**src/rtl/reg_mask_encoder.sv**
```systemverilog
// Register-mask encoder: turns a multi-hot mask into a stream of bit indices.
// Define REG_MASK_ENC_MSB_FIRST_EN to emit highest index first.
module reg_mask_encoder #(
    parameter int N  = 32,
    parameter int IW = 5
) (
    input  logic          clk,
    input  logic          reset,
    input  logic          in_valid,
    output logic          in_ready,
    input  logic [N-1:0]  in_vec,
    output logic          out_valid,
    input  logic          out_ready,
    output logic [IW-1:0] out_idx,
    output logic          out_last,
    output logic [IW:0]   remaining,
    output logic          zero_vec
);

    typedef enum logic {IDLE, EMIT} state_t;

    state_t         state;
    logic [N-1:0]   pending;
    logic [IW-1:0]  sel;
    logic [IW:0]    cnt;

    // Last assignment in scan order wins, so scan direction picks the order.
    always_comb begin
        sel = '0;
`ifdef REG_MASK_ENC_MSB_FIRST_EN
        for (int i = 0; i < N; i++) begin
            if (pending[i]) sel = IW'(i);
        end
`else
        for (int i = N - 1; i >= 0; i--) begin
            if (pending[i]) sel = IW'(i);
        end
`endif
    end

    always_comb begin
        cnt = '0;
        for (int i = 0; i < N; i++) begin
            cnt = cnt + {{IW{1'b0}}, pending[i]};
        end
    end

    assign in_ready  = (state == IDLE);
    assign out_valid = (state == EMIT);
    assign out_idx   = sel;
    assign remaining = cnt;
    assign out_last  = out_valid && (cnt == (IW+1)'(1));

    always_ff @(posedge clk) begin
        if (!reset) begin
            state    <= IDLE;
            pending  <= '0;
            zero_vec <= 1'b0;
        end else begin
            zero_vec <= 1'b0;
            unique case (state)
                IDLE: begin
                    if (in_valid) begin
                        if (in_vec != '0) begin
                            pending <= in_vec;
                            state   <= EMIT;
                        end else begin
                            zero_vec <= 1'b1;
                        end
                    end
                end
                EMIT: begin
                    if (out_ready) begin
                        pending <= pending & ~(N'(1) << sel);
                        if (out_last) state <= IDLE;
                    end
                end
                default: state <= IDLE;
            endcase
        end
    end

endmodule

```
**config.mk**
```make
export PLATFORM = sky130hd
export DESIGN_NAME = reg_mask_encoder
export DESIGN_NICKNAME = d
export VERILOG_FILES = /design/src/rtl/reg_mask_encoder.sv
export SDC_FILE = /design/constraint.sdc
export NUM_CORES = 1
export LEC_CHECK = 0
export CAP_MARGIN = 20
export CELL_PAD_IN_SITES_DETAIL_PLACEMENT = 1
export CELL_PAD_IN_SITES_GLOBAL_PLACEMENT = 2
export CORE_UTILIZATION = 33
export CTS_CLUSTER_SIZE = 40
export DETAILED_ROUTE_END_ITERATION = 8
export PLACE_DENSITY = 0.87
export SETUP_SLACK_MARGIN = 0.05
export SYNTH_ARGS = -nofsm -noshare
export SYNTH_HDL_FRONTEND = slang
export SYNTH_SLANG_ARGS = --single-unit
```
**constraint.sdc**
```tcl
create_clock -name clk -period 14.1 [get_ports clk]
set_clock_uncertainty 0.15 [all_clocks]
set_input_delay 1.41 -clock clk [delete_from_list [all_inputs] [get_ports clk]]
set_output_delay 1.41 -clock clk [all_outputs]
set_load 0.01 [all_outputs]
```
==> results of run 1 <==
[per-stage QoR]
stage	util	setup WS, ns	area [µm²]	std cells
after floorplan	-	7.43	2710	327
after global placement	0.421	6.92	3300	471
after detailed placement	0.421	6.70	3300	471
after CTS	0.431	6.36	3380	478
after global routing	0.434	6.06	3410	479
final	0.434	6.36	3410	479
[power by group]
| part | total (W) | internal (W) | switching (W) |
|---|---|---|---|
| Sequential | 0.000153 | 0.000114 | 0.0000393 |
| Combinational | 0.000838 | 0.000403 | 0.000434 |
| Clock | 0.0000716 | 0.0000341 | 0.0000375 |
| Total | 0.00106 | 0.000551 | 0.000511 |
[synth_stat cells (2+ instances only)]
master / number
clkbuf_1: 7
nor3_1: 5
nor2b_1: 2
xnor2_1: 3
fa_1: 24
o211ai_1: 3
a31oi_1: 8
inv_1: 43
nand2b_1: 4
ha_1: 7
o311ai_1: 6
nand3_1: 5
a221o_1: 2
a21o_1: 3
o21ai_0: 20
a211oi_1: 6
nor4_1: 19
mux2i_1: 6
nor2_1: 19
clkinv_1: 2
a21oi_1: 37
nand4_1: 3
dfxtp_1: 34
nand2_1: 26
a22oi_1: 4
o311ai_0: 3
or3_1: 3
[cell usage in the layout, fill, tap and decap left out, drive strengths merged, types with 5 or more instances in the layout]
cell	count
a211oi	7
a21oi	37
a31oi	9
clkbuf	7
clkdlybuf4s50	50
dfxtp	34
fa	24
ha	7
inv	44
mux2i	6
nand2	26
nand3	5
nor2	19
nor3	5
nor4	19
o21ai	22
o311ai	9
[area by class of cell]
type / count / share of cell area
repair buffers: 51 / 0.155
inverters: 46 / 0.0507
multi-input cells: 239 / 0.535
flip-flops and latches: 34 / 0.200
clock buffers: 7 / 0.0224
well taps: 102 / 0.0374
[cell families (layout without fill, tap and decap cells)]
kind of cell / Yosys count / after routing / synth area share
AOI/OAI and AO/OA: 106 / 106 / 0.257
adders and majority gates: 31 / 31 / 0.210
buffers and inverters: 54 / 104 / 0.0753
muxes: 6 / 6 / 0.0222
and+or+nand+nor: 93 / 93 / 0.175
xor gates and xnor gates: 3 / 3 / 0.00971
DFF: 34 / 34 / 0.251
[flip-flops by register name, indices dropped and copies added, names as in the netlist]
name	flops
out_valid	1
zero_vec	1
pending	32
[worst max-delay path: stages (launching register included)]
cell             delay [ns]
dfxtp_1                0.44
inv_1                  0.12
fa_1                   0.49
fa_1                   0.51
inv_1                  0.05
fa_1                   0.48
inv_1                  0.05
fa_1                   0.47
fa_1                   0.51
fa_1                   0.41
inv_1                  0.07
ha_1                   0.16
inv_1                  0.06
fa_1                   0.46
inv_1                  0.08
a21o_1                 0.11
a21oi_1                0.07
xnor2_1                0.13
or3_1                  0.35
nor3_1                 0.26
clkdlybuf4s50_1        0.60
[metal layers]
layer | share of wire | vias to the layer above | track usage
li1 | - | 1272 | -
met1 | 0.45 | 1362 | 0.320
met2 | 0.47 | 107 | 0.388
met3 | 0.053 | 15 | 0.0246
met4 | 0.025 | 0 | 0.0781
met5 | 0 | - | 0
[worst min path at each step]
stage / startpoint / endpoint / slack [ns] / cells past startpoint
floorplan: pending[6]$_SDFFE_PN0P_ / pending[6]$_SDFFE_PN0P_ / 0.34 / 2
global placement: pending[25]$_SDFFE_PN0P_ / pending[25]$_SDFFE_PN0P_ / 0.37 / 2
detailed placement: pending[27]$_SDFFE_PN0P_ / pending[27]$_SDFFE_PN0P_ / 0.38 / 2
CTS: pending[27]$_SDFFE_PN0P_ / pending[27]$_SDFFE_PN0P_ / 0.39 / 2
global route: pending[27]$_SDFFE_PN0P_ / pending[27]$_SDFFE_PN0P_ / 0.43 / 2
finish: pending[27]$_SDFFE_PN0P_ / pending[27]$_SDFFE_PN0P_ / 0.40 / 2
==> reports/results.ini, run 1 <==
[status]
status=finished clean

[final_layout]
register_area_um2=681
nNetsFinal=444
multi_input_area_um2=1820
drive_gt1_frac=0.0451
diodes=0
final.fill_count=949
area_growth_pct=25.9

[cts]
root_buffer=clkbuf_8
ctsResizeCount=0
clk_pin_slew_worst_paths_ns=0.08
numClockSinks=34
htree_num_levels=2
tritoncts=built
cts_hold_buf=0
insertion_delay_ns=0.29
clockBufferDepth=2
post_cts_buffers=0
cts_buffers=5

[logic_synthesis]
synth_edf_count=0
syn_area_um2=2710
ys_warn_count=0
synth.distinct_cells=50
ys_ff_latch=34
synth-async-reset-ratio=0
yosys.area.top_type=dfxtp_1
synth_top_area_share=0.251
syn_nets=394
ys_seq_area_frac=0.251
synth_area_leaders=dfxtp_1 (25%), fa_1 (18%), a21oi_1 (6.8%), inv_1 (6.0%), nor4_1 (4.4%)
yosys_most_used_dff=dfxtp_1
syn_inst=327
syn_avg_cell_area_um2=8.28

[worst_setup_path]
rr_startpoint=pending[25]$_SDFFE_PN0P_
crit_end=out_last
critPathLaunch=pending[25]$_SDFFE_PN0P_
reg2reg_setup_slack_ns=8.36
cp.arrival_ns=6.18
crit_required_ns=12.54
end_kind=primary output
worstSetupPathType=reg2out
reg2reg_depth=20
crit_fanout=5
reg2reg_to=out_valid$_SDFF_PN0_
worstSetupStartpointType=flip-flop

[drt]
wl_per_cell_um=19.9
wl_um=9530
viasPerCell=5.75
num_vias=2756
antenna_left=0
drc=0
drt_iter0_drc=175
firstDrtPassIters=5

[timing]
tightestPinTransition_ns=0.954
min_period_ns=7.74
grt_setup_unrepaired=no
setup-tns-final_ns=0
clock.fmax_mhz=129
hold_viol=0
setup_viol_count_final=0
drv_slew=0
hold_slack_ns=0.395
fin_crit_sh=0.549
slew_headroom=0.358

[floorplanning]
coreArea_um2=7850
die-area_um2=8570
ios=51
dieWidth_um=92.6
die_h_um=92.6
initial_core_util=0.345
fp-row-count=32

[global_route]
grt_max_degree=41
grt_pass1_wl_um=15400
grt_use_total=0.235
gr-total-overflow=0
antenna_found_initial=0
grt_pass1_vias=2827

[power]
totalPowerFinal_w=0.00106
irDropWorstVdd_mv=0.208
power_leakage_nw=1.30
power_density_nw_per_um2=312

[placement]
gp_congestion=0.903
post-dp-hpwl_um=7510
port_buffers=50

[hold_path]
min_path_type=reg2reg

[run]
cap_violations=0

No activity file was read; power rests on OpenSTA's default activity.
==> run 2: changes to the inputs <==
--- a/config.mk
+++ b/config.mk
@@ -8,10 +8,10 @@
 export CAP_MARGIN = 20
 export CELL_PAD_IN_SITES_DETAIL_PLACEMENT = 1
 export CELL_PAD_IN_SITES_GLOBAL_PLACEMENT = 2
-export CORE_UTILIZATION = 33
+export CORE_UTILIZATION = 31
 export CTS_CLUSTER_SIZE = 40
 export DETAILED_ROUTE_END_ITERATION = 8
-export PLACE_DENSITY = 0.87
+export PLACE_DENSITY = 0.83
 export SETUP_SLACK_MARGIN = 0.05
 export SYNTH_ARGS = -nofsm -noshare
 export SYNTH_HDL_FRONTEND = slang
==> constraint.sdc (replaced) <==
create_clock -name clk -period 7.85 [get_ports clk]
set_clock_uncertainty 0.15 [all_clocks]
set_input_delay 0.785 -clock clk [delete_from_list [all_inputs] [get_ports clk]]
set_output_delay 0.785 -clock clk [all_outputs]
set_load 0.01 [all_outputs]
==> run 2 against run 1 <==
Die area is 6.3% higher. Critical endpoint unchanged. Combinational power rose by 80%. Wire length fell by 3.1%. Utilization is 2.3 points lower. Highest routed layer unchanged. Critical path type unchanged. Total power up 81%. Sequential share of layout area decreased by 0.11 points. Global-route usage down 1.7 points.
==> reports/results.ini, run 2 (synthesis gave the netlist of run 1 again) <==
[status]
status=finished clean

[drt]
num_vias=2654  ; -3.7%
antenna_left=0  ; unchanged
firstDrtPassIters=4  ; -1
wl_um=9240  ; -3.1%
wl_per_cell_um=19.1  ; -3.9%
drt_iter0_drc=125  ; -29%
viasPerCell=5.49  ; -4.5%
drc=0  ; unchanged

[cts]
root_buffer=clkbuf_8
clockBufferDepth=2  ; unchanged
numClockSinks=34  ; unchanged
insertion_delay_ns=0.29  ; about the same
ctsResizeCount=0  ; unchanged
tritoncts=built
cts_hold_buf=0  ; unchanged
post_cts_buffers=0  ; unchanged
cts_buffers=5  ; unchanged
htree_num_levels=2  ; unchanged
clk_pin_slew_worst_paths_ns=0.07  ; about the same

[timing]
clock.fmax_mhz=136
tightestPinTransition_ns=0.918  ; -0.0365 ns
fin_crit_sh=0.937
hold_viol=0  ; unchanged
setup_viol_count_final=0  ; unchanged
slew_headroom=0.388  ; +0.0302
drv_slew=0  ; unchanged
grt_setup_unrepaired=no
setup-tns-final_ns=0  ; unchanged
min_period_ns=7.35

[power]
power_leakage_nw=1.31  ; +0.76%
sequentialPowerShare=0.142  ; -0.002
p_comb_frac=0.786  ; -0.003
irDropWorstVdd_mv=0.404  ; +94%
totalPowerFinal_w=0.00193  ; +81%
p_int_w=0.00100  ; +82%
power_density_nw_per_um2=562  ; +80%
clkPwrFrac=0.072  ; +0.005
p_switching_w=0.000924  ; +81%
p_sw_frac=0.480  ; -0.00158

[final_layout]
top_register=pending
nNetsFinal=444  ; unchanged
final_common_cell=clkdlybuf4s50_1
diodes=0  ; unchanged
drive_gt1_frac=0.0503  ; +0.00517
area_growth_pct=26.6
design_area_um2=3430  ; +0.55%
mostFrequentLayoutCells=clkdlybuf4s50_1 (50), inv_1 (43), a21oi_1 (37)
largest_register_ffs=32  ; unchanged

[global_route]
antenna_found_initial=0  ; unchanged
grt_pass1_vias=2711  ; -4.1%
grt_max_degree=41  ; unchanged
grt_use_total=0.218  ; -0.0167
grt_pass1_wl_um=14800  ; -3.9%
gr-total-overflow=0  ; unchanged

[placement]
post-dp-hpwl_um=7590  ; +1.0%
placed_area_um2=3310  ; +0.11%
port_buffers=50  ; unchanged
gp_congestion=0.806  ; -11%

[floorplanning]
fp-row-count=33  ; +3.1%
coreArea_um2=8340  ; +6.3%
die-area_um2=9110  ; +6.3%
initial_core_util=0.325  ; -0.0204
ios=51  ; unchanged
dieWidth_um=95.5  ; +3.1%
die_h_um=95.5  ; +3.1%

[hold_path]
min_path_type=reg2reg

[worst_setup_path]
end_kind=primary output
crit_fanout=6  ; +1
critPathSlowestCell=clkdlybuf4s50_1
crit_required_ns=6.91  ; -5.63 ns
worstPathBufferInverterCount=7  ; unchanged
cpLargestDelayFamily=adder cells
path_cells=inv_1, fa_1, fa_1, inv_1, fa_1, inv_1, fa_1, fa_1, fa_1, inv_1, ha_1, inv_1, fa_1, inv_1, a21o_1, a21oi_1, xnor2_1, or3_1, nor3_1, clkdlybuf4s50_1
worstSetupPathType=reg2out
critical-path-max-stage-delay_ns=0.65  ; +0.05 ns
worstSetupStartpointType=flip-flop
cp.arrival_ns=6.42  ; +0.24 ns
cpMostUsedCell=fa_1

[run]
cap_violations=0  ; unchanged

==> run 2: changes by cell type in the layout (fill, tap and decap cells not counted), sizes merged <==
cell,previous run,this run
clkinv,2,3
==> run 2: area by class of cell <==
| class | instances | area, µm² |
|---|---|---|
| clock inverters | 1 | 5.00 |
| flip-flops and latches | 34 | 681 |
| clock buffers | 7 | 86.3 |
| fillers | 1043 | 4910 |
| repair buffers | 51 | 528 |
| multi-input cells | 239 | 1820 |
| inverters | 46 | 173 |
| well taps | 105 | 131 |
==> run 2: path summary, 6_finish.rpt <==
check	from	cells past startpoint	endpoint	slack [ns]
setup / recovery	pending[23]$_SDFFE_PN0P_	20	out_last	0.50
hold / removal	pending[25]$_SDFFE_PN0P_	2	pending[25]$_SDFFE_PN0P_	0.39
setup reg to reg	pending[23]$_SDFFE_PN0P_	20	out_valid$_SDFF_PN0_	1.90
hold reg to reg	pending[25]$_SDFFE_PN0P_	2	pending[25]$_SDFFE_PN0P_	0.39
==> run 2: worst min-delay path, cell delays in order, from the launching register on <==
cell and delay [ns]:
dfxtp_1 0.35, o311ai_1 0.08, a21oi_1 0.06
==> run 2: per-stage QoR <==
stage / util / setup WS, ns / hold slack, ns / instances
5_1_grt: 0.411 / 0.271 / 0.427 / 483
3_5_place_dp: 0.397 / 0.783 / 0.378 / 474
2_1_floorplan: - / 1.80 / 0.335 / 327
6_report: 0.411 / 0.496 / 0.389 / 483
3_3_place_gp: 0.397 / 0.940 / 0.364 / 474
4_1_cts: 0.408 / 0.488 / 0.388 / 482
==> run 2: metal layers <==
layer,vias to the layer above,global-route usage,share of wire
met2,57,0.369,0.48
met4,0,0.0373,0.0078
met3,6,0.0247,0.034
met1,1314,0.303,0.48
li1,1277,-,-
met5,-,0,0
==> run 2: power groups by stage <==
stage | logic (W) | registers, W | clock network [W]
2_1_floorplan | 0.000927 | 0.000246 | 0
3_3_place_gp | 0.00148 | 0.000275 | 0
4_1_cts | 0.00154 | 0.000271 | 0.000139
5_1_grt | 0.00170 | 0.000279 | 0.000145
3_5_place_dp | 0.00154 | 0.000275 | 0
6_report | 0.00151 | 0.000273 | 0.000139
